<file path="config.mk">
export PLATFORM = sky130hd
export DESIGN_NAME = vga_mode_seq_flat
export DESIGN_NICKNAME = d
export VERILOG_FILES = /design/src/rtl/vga_mode_seq_if.sv /design/src/rtl/vga_mode_seq.sv /design/src/flat_wrapper.sv
export SDC_FILE = /design/constraint.sdc
export NUM_CORES = 1
export LEC_CHECK = 0
export ABC_CLOCK_PERIOD_IN_PS = 4500
export CORE_AREA = 2 2 39 41
export DETAILED_ROUTE_END_ITERATION = 12
export DIE_AREA = 0 0 41 43
export PLACE_DENSITY_LB_ADDON = 0.12
export SETUP_SLACK_MARGIN = 0.15
export SLEW_MARGIN = 20
export SYNTH_ARGS = -nofsm -noshare
export SYNTH_HDL_FRONTEND = slang
export SYNTH_SLANG_ARGS = --single-unit
export TNS_END_PERCENT = 20
</file>
<file path="constraint.sdc">
create_clock -name clk -period 4.5 [get_ports clk]
set_input_delay 0.45 -clock clk [delete_from_list [all_inputs] [get_ports clk]]
set_output_delay 0.45 -clock clk [all_outputs]
set_load 0.01 [all_outputs]
</file>
<file path="src/rtl/vga_mode_seq_if.sv">
// Mode-change request handshake between a requester (master) and vga_mode_seq (slave).
// A transfer happens on any rising clk edge where req_valid && req_ready; req_mode is held stable while req_valid waits.
interface vga_mode_seq_if;
  logic req_valid;
  logic req_mode;
  logic req_ready;

  modport master (output req_valid, output req_mode, input req_ready);
  modport slave  (input req_valid, input req_mode, output req_ready);
endinterface

</file>
<file path="src/rtl/vga_mode_seq.sv">
// Sequences an RGB/YPbPr colour-converter mode switch behind blanked frames, stepping on vsync rises.
// Optional vsync watchdog compiled in with `define VGA_MODE_SEQ_WATCHDOG_EN.
module vga_mode_seq #(
  parameter int BLANK_FRAMES  = 2,
  parameter bit YPBPR_DEFAULT = 1'b0,
  parameter int WD_CYCLES     = 2_000_000
) (
  input  logic                clk,
  input  logic                reset,
  vga_mode_seq_if.slave       req,
  input  logic                vsync,
  output logic                ypbpr_en,
  output logic                blank,
  output logic                busy,
`ifdef VGA_MODE_SEQ_WATCHDOG_EN
  output logic                wd_timeout,
`endif
  output logic [1:0]          o_dbg_state
);

  typedef enum logic [1:0] {
    S_IDLE    = 2'd0,
    S_WAIT_VS = 2'd1,
    S_BLANK1  = 2'd2,
    S_HOLD    = 2'd3
  } state_t;

  if (BLANK_FRAMES < 1 || BLANK_FRAMES > 15 || WD_CYCLES < 1) begin : g_param_check
    $error("vga_mode_seq: parameter out of range");
  end

  state_t     r_state, w_state_nx;
  logic       r_vsync_d;
  logic       r_target, w_target_nx;
  logic       r_ypbpr, w_ypbpr_nx;
  logic       r_blank, w_blank_nx;
  logic [3:0] r_cnt, w_cnt_nx;
  logic       w_vs_rise;
  logic       w_step;
  logic       w_accept;

  assign w_vs_rise = vsync && !r_vsync_d;
  assign w_accept  = req.req_valid && req.req_ready;

`ifdef VGA_MODE_SEQ_WATCHDOG_EN
  localparam int WD_W = $clog2(WD_CYCLES + 1);

  logic [WD_W-1:0] r_wd_cnt;
  logic            r_wd_to;
  logic            w_wd_fire;

  // A missing vsync is replaced by a synthetic rise once the count hits WD_CYCLES.
  assign w_wd_fire = (r_state != S_IDLE) && (r_wd_cnt == WD_W'(WD_CYCLES));
  assign w_step    = w_vs_rise || w_wd_fire;

  always_ff @(posedge clk) begin
    if (reset) begin
      r_wd_cnt <= '0;
      r_wd_to  <= 1'b0;
    end else begin
      if (r_state == S_IDLE || w_step) r_wd_cnt <= '0;
      else                             r_wd_cnt <= r_wd_cnt + 1'b1;
      if (w_wd_fire) r_wd_to <= 1'b1;
    end
  end

  assign wd_timeout = r_wd_to;
`else
  assign w_step = w_vs_rise;
`endif

  always_ff @(posedge clk) begin
    if (reset) begin
      r_state   <= S_IDLE;
      r_vsync_d <= 1'b0;
      r_target  <= 1'b0;
      r_ypbpr   <= YPBPR_DEFAULT;
      r_blank   <= 1'b0;
      r_cnt     <= 4'd0;
    end else begin
      r_state   <= w_state_nx;
      r_vsync_d <= vsync;
      r_target  <= w_target_nx;
      r_ypbpr   <= w_ypbpr_nx;
      r_blank   <= w_blank_nx;
      r_cnt     <= w_cnt_nx;
    end
  end

  // A vsync rise in the accept cycle is ignored because IDLE never looks at w_step.
  always_comb begin
    w_state_nx  = r_state;
    w_target_nx = r_target;
    w_ypbpr_nx  = r_ypbpr;
    w_blank_nx  = r_blank;
    w_cnt_nx    = r_cnt;
    case (r_state)
      S_IDLE: begin
        if (w_accept && (req.req_mode != r_ypbpr)) begin
          w_target_nx = req.req_mode;
          w_state_nx  = S_WAIT_VS;
        end
      end
      S_WAIT_VS: begin
        if (w_step) begin
          w_blank_nx = 1'b1;
          w_state_nx = S_BLANK1;
        end
      end
      S_BLANK1: begin
        // One full frame of blank has passed, so the converter pipeline holds only zeros.
        if (w_step) begin
          w_ypbpr_nx = r_target;
          w_cnt_nx   = 4'(BLANK_FRAMES);
          w_state_nx = S_HOLD;
        end
      end
      S_HOLD: begin
        if (w_step) begin
          if (r_cnt <= 4'd1) begin
            w_cnt_nx   = 4'd0;
            w_blank_nx = 1'b0;
            w_state_nx = S_IDLE;
          end else begin
            w_cnt_nx = r_cnt - 4'd1;
          end
        end
      end
      default: w_state_nx = S_IDLE;
    endcase
  end

  assign req.req_ready = (r_state == S_IDLE);
  assign busy          = (r_state != S_IDLE);
  assign ypbpr_en      = r_ypbpr;
  assign blank         = r_blank;
  assign o_dbg_state   = r_state;

endmodule
</file>
<file path="src/flat_wrapper.sv">
// flat-port wrapper written by rule: the top's interface ports become plain ports
module vga_mode_seq_flat 
#(
  parameter int BLANK_FRAMES  = 2,
  parameter bit YPBPR_DEFAULT = 1'b0,
  parameter int WD_CYCLES     = 2_000_000
)
  (clk, reset, vsync, ypbpr_en, blank, busy, o_dbg_state, req_req_valid, req_req_mode, req_req_ready);
  vga_mode_seq_if req_i ();
  input  logic clk;
  input  logic reset;
  input  logic vsync;
  output logic ypbpr_en;
  output logic blank;
  output logic busy;
  output logic [1:0] o_dbg_state;
  input wire logic [$bits(req_i.req_valid)-1:0] req_req_valid;
  input wire logic [$bits(req_i.req_mode)-1:0] req_req_mode;
  output wire logic [$bits(req_i.req_ready)-1:0] req_req_ready;
  assign req_i.req_valid = req_req_valid;
  assign req_i.req_mode = req_req_mode;
  assign req_req_ready = req_i.req_ready;
  vga_mode_seq #(.BLANK_FRAMES(BLANK_FRAMES), .YPBPR_DEFAULT(YPBPR_DEFAULT), .WD_CYCLES(WD_CYCLES)) u_core (.clk(clk), .reset(reset), .req(req_i), .vsync(vsync), .ypbpr_en(ypbpr_en), .blank(blank), .busy(busy), .o_dbg_state(o_dbg_state));
endmodule
</file>
==> impl_metrics.toml, run 1 <==
[status]
status = "completed"

[clock_network]
numCtsBuffers = 3
clk_path_buf_depth = 2
cts_tree = "built"
postCtsSetupRepairBufs = 0
h-tree-depth = 1
clockRootBuffer = "clkbuf_4"
clock-sinks = 10
postCtsHoldBufs = 0
cts_resized = 0
clock_latency_ns = 0.26
clkTransAtPathRegs_ns = 0.06

[floorplan]
die_w_um = 41
die_h_um = 43
ios = 11
die_area_mm2 = 0.00176
core_area_mm2 = 0.00138
start_util_pct = 46.7
rows = 14

[cells_and_area]
fin_nets = 101
drive_gt1_share_pct = 10.3
area_growth_pct = 18.0
layout_common_cells = "10 x clkdlybuf4s50_1, 10 x dfxtp_1, 7 x inv_1, 7 x ha_1, 6 x nor2_1"
num_antenna_cells = 0

[global_route]
grt_first_pass_wirelength_um = 1890
grt_pass1_vias = 464
grtUsageTotal_pct = 16.1
antenna_found_initial = 0
grt-ovfl-total = 0
grt_max_degree = 10

[worst_setup_path]
crit_required_ns = 4.05
arrival_ns = 1.64
start_kind = "flip-flop"
crit_type = "reg -> out"
reg2reg_slack_ns = 2.92
worstSetupEndpointType = "output pin"
critPathMaxFanout = 5

[routing]
drc = 0
first_pass_iters = 5
vias_per_cell = 5.31
ant_nets = 0
vias = 547
totalWireLength_um = 1160
drt-initial-drc-count = 10
wl_per_cell_um = 11.3

[power_and_ir_drop]
leakagePower_nw = 0.323
p_clk_share_pct = 15.6
power.internal_mw = 0.232
total_power_mw = 0.367
swShare_pct = 36.6
powerDensity_mw_per_mm2 = 481
p_seq_share_pct = 32.1
vdd_drop_max_mv = 0.238
combinationalPowerShare_pct = 52.3
switching_power_mw = 0.134

[synth]
synth_flop_cell = "dfxtp_1"
synth-edff-count = 0
synth_fp_nets = 89
avgSynthCellArea_um2 = 8.38
yosysTopAreaCell = "dfxtp_1"
synth_seq_cells = 10
ys_async_sr_fraction_pct = 0
synthTopCellsByArea = "dfxtp_1 31%, ha_1 14%, inv_1 4.1%"
yosysTopAreaCellShare_pct = 31.0
synth_seq_area_share_pct = 31.0
synth.distinct_cells = 30
yosys_warnings = 0
syn_area_um2 = 646
postSynthCellCount = 77

[timing]
maxSlewViolCount = 0
relSlewSlack_pct = 70.0
skew_ns = 0.00458
clock.fmax_mhz = 478
finalSetupViolCount = 0
worstMarginPinSlew_ns = 0.449
hold_viol_final = 0
setup_tns_ns = 0
fin_crit_ns = 2.09
fin_crit_sh_pct = 46.5
rsz0062_at_grt = "false"

[placement]
gp_congestion = 0.754
io_buffers = 10
dp_hpwl_um = 928

[flow_run]
max_cap_violations = 0

[min_path]
hold_path_class = "reg -> reg"
## sequential cells by signal, indices dropped and copies added, names as in the netlist
register	flops
u_core.r_target	1
u_core.r_cnt	4
u_core.blank	1
u_core.ypbpr_en	1
u_core.o_dbg_state	2
u_core.r_vsync_d	1
## final timing paths
path | cells past startpoint | from | to
max reg2reg | 6 | u_core.o_dbg_state[0] | u_core.o_dbg_state[0]
min reg2reg | 2 | u_core.r_target | u_core.r_target
max | 4 | u_core.o_dbg_state[0] | busy
min | 2 | u_core.r_target | u_core.r_target
## cells by family after synthesis
family          Yosys count  share of synthesized area, %
compound gates           21                          21.9
xor+xnor                  1                          1.36
fa+ha+maj                 7                          13.6
buf+inv                  10                          8.14
flops                    10                          31.0
mux                       1                          1.55
simple gates             27                          22.5
## synth_stat cells (2+ instances only)
cell type,count
dfxtp_1,10
ha_1,7
inv_1,7
nor2_1,6
a21oi_1,5
o21ai_0,5
nand2_1,4
nand3_1,3
a31oi_1,2
buf_6,2
nand2b_1,2
nand3b_1,2
nor2b_1,2
nor3_1,2
o31ai_1,2
or2_2,2
## worst max-delay path, cell delays in order, from the launching register on
cell             delay, ns
dfxtp_1               0.38
inv_1                 0.12
ha_1                  0.27
inv_1                 0.09
clkdlybuf4s50_1       0.53
## power by group through the flow
stage | clock [mW] | combinational (mW) | sequential (mW)
floorplan | 0 | 0.122 | 0.122
global placement | 0 | 0.193 | 0.119
detailed placement | 0 | 0.192 | 0.120
CTS | 0.0601 | 0.194 | 0.118
global route | 0.0668 | 0.211 | 0.120
finish | 0.0572 | 0.192 | 0.118
## stage by stage
step | instance area (um2) | utilization (%) | hold WS (ns) | setup WS (ns) | instances
floorplan | 646 | - | 0.446 | 2.96 | 77
finish | 762 | 55.1 | 0.469 | 2.41 | 103
detailed placement | 739 | 53.4 | 0.467 | 2.47 | 100
CTS | 762 | 55.1 | 0.475 | 2.40 | 103
global route | 762 | 55.1 | 0.519 | 2.34 | 103
global placement | 739 | 53.4 | 0.467 | 2.51 | 100
## cell type report
cell class / count / area [um2]
Timing Repair Buffer: 10 / 100
Clock buffer: 3 / 22.5
Inverter: 7 / 26.3
Multi-Input combinational cell: 57 / 393
Fill cell: 141 / 622
Tap cell: 16 / 20.0
Sequential cell: 10 / 200
## layer usage
metal,global-route usage [%],share of wire (%)
met5,0,0
met3,3.14,3.8
met4,12.0,3.0
met2,21.3,44
met1,22.0,49
No activity file was read; power rests on OpenSTA's default activity.
==> run 2: changes to the inputs <==
Settings changed: ABC_CLOCK_PERIOD_IN_PS 4500 to 2050.
Clock period 4.5 ns to 2.05 ns, I/O delays scaled along.
==> run 2 against run 1 <==
Net effect: via count up 4.2%; core utilization up 0.72 points; flip-flop and latch count unchanged; hold slack better by 0.00096 ns; cell area up 1.3%; count of clock-buffer cells in the layout unchanged; global-route usage up 1.8 points; sequential share of layout area about the same; worst setup slack worse by 2.1 ns.
==> impl_metrics.toml, run 2 (synthesis gave the netlist of run 1 again) <==
[timing]
finalSetupViolCount = 0
setup_tns_ns = 0
hold_viol_final = 0
maxSlewViolCount = 0
skew_ns = 0.00367
fin_crit_ns = 1.78
fin_hold_ws_ns = 0.470
clock.fmax_mhz = 561
fin_crit_sh_pct = 87.0
worstMarginPinSlew_ns = 0.366
relSlewSlack_pct = 75.4
rsz0062_at_grt = "false"

[clock_network]
clk_path_buf_depth = 2
clock_latency_ns = 0.26
clkTransAtPathRegs_ns = 0.06
h-tree-depth = 1
cts_resized = 0
cts_tree = "built"
numCtsBuffers = 3
postCtsHoldBufs = 0
clockRootBuffer = "clkbuf_4"
postCtsSetupRepairBufs = 0
clock-sinks = 10

[worst_setup_path]
crit_type = "reg -> out"
r2r_end = "u_core.o_dbg_state[0]"
worstReg2RegStart = "u_core.o_dbg_state[0]"
arrival_ns = 1.58
reg2reg_depth = 6
crit_required_ns = 1.85
worstSetupEndpointType = "output pin"
start_kind = "flip-flop"
reg2reg_slack_ns = 0.46
critPathMaxFanout = 5

[cells_and_area]
num_antenna_cells = 0
largest_reg_flops = 4
fin_nets = 102
top_register = "u_core.r_cnt"
drive_gt1_share_pct = 13.6
final_common_cell = "clkdlybuf4s50_1"
layout_common_cells = "10 x clkdlybuf4s50_1, 8 x dfxtp_1, 7 x inv_1, 7 x ha_1, 6 x nor2_1"
area_growth_pct = 19.6

[routing]
vias = 570
vias_per_cell = 5.48
drc = 0
totalWireLength_um = 1240
drt-initial-drc-count = 19
ant_nets = 0
wl_per_cell_um = 12.0
first_pass_iters = 4

[floorplan]
start_util_pct = 46.7
ios = 11
die_h_um = 43
core_area_mm2 = 0.00138
rows = 14
die_area_mm2 = 0.00176
die_w_um = 41

[power_and_ir_drop]
powerDensity_mw_per_mm2 = 1070
leakagePower_nw = 0.329
vdd_drop_max_mv = 0.453

[placement]
dp_hpwl_um = 961
io_buffers = 10
gp_congestion = 0.746

[global_route]
grt_max_degree = 10
antenna_found_initial = 0
grtUsageTotal_pct = 17.9
grt_pass1_vias = 528
grt-ovfl-total = 0
grt_first_pass_wirelength_um = 2190

[min_path]
hold_depth = 2
hold-path-endpoint = "u_core.r_target"
hold_path_class = "reg -> reg"
worstHoldStart = "u_core.r_target"

[flow_run]
max_cap_violations = 0

[status]
status = "completed"
-- run 2: cell count changes in the layout (fill, tap and decap cells not counted) --
cell,change
dfxtp_1,-2
dfxtp_2,+2
buf_4,+1
-- run 2: metal layers --
| metal | vias up | part of all wire, % | global-route usage [%] |
|---|---|---|---|
| li1 | 296 | - | - |
| met4 | 0 | 1.1 | 6.67 |
| met3 | 2 | 3.7 | 3.14 |
| met2 | 10 | 48 | 27.2 |
| met5 | - | 0 | 0 |
| met1 | 262 | 47 | 24.2 |
-- run 2: through the flow --
| stage | area [um2] | cells | power (mW) | setup WS, ns | util, % |
|---|---|---|---|---|---|
| finish | 772 | 104 | 0.824 | 0.267 | 55.8 |
| floorplan | 646 | 77 | 0.536 | 0.509 | - |
| global placement | 747 | 101 | 0.685 | 0.476 | 54.0 |
| detailed placement | 747 | 101 | 0.694 | 0.420 | 54.0 |
| global route | 772 | 104 | 0.902 | 0.174 | 55.8 |
| CTS | 769 | 104 | 0.828 | 0.204 | 55.6 |
-- run 2: power by group --
group	total [mW]	switching [mW]	internal, mW
Sequential	0.263	0.0313	0.231
Clock	0.132	0.0639	0.0677
Combinational	0.430	0.213	0.217
-- run 2: worst max-delay path, stage by stage (launching register included) --
cell and delay [ns]:
dfxtp_2 0.35, inv_1 0.10, ha_1 0.26, inv_1 0.08
clkdlybuf4s50_1 0.53
-- run 2: worst max path at each step --
stage / slack [ns] / from / end / depth (start not counted)
floorplan: 0.51 / u_core.o_dbg_state[0] / u_core.o_dbg_state[0] / 6
global placement: 0.48 / vsync / u_core.o_dbg_state[0] / 6
detailed placement: 0.42 / u_core.o_dbg_state[0] / u_core.o_dbg_state[0] / 6
CTS: 0.20 / u_core.o_dbg_state[1] / busy / 4
global route: 0.17 / u_core.o_dbg_state[0] / busy / 4
finish: 0.27 / u_core.o_dbg_state[0] / busy / 4
-- run 2: cell type report --
cell class,count,area [um2]
fillers,149,612
multi-input cells,57,393
flip-flops and latches,10,203
repair buffers,11,108
inverters,7,26.3
clock buffers,3,22.5
well taps,16,20.0
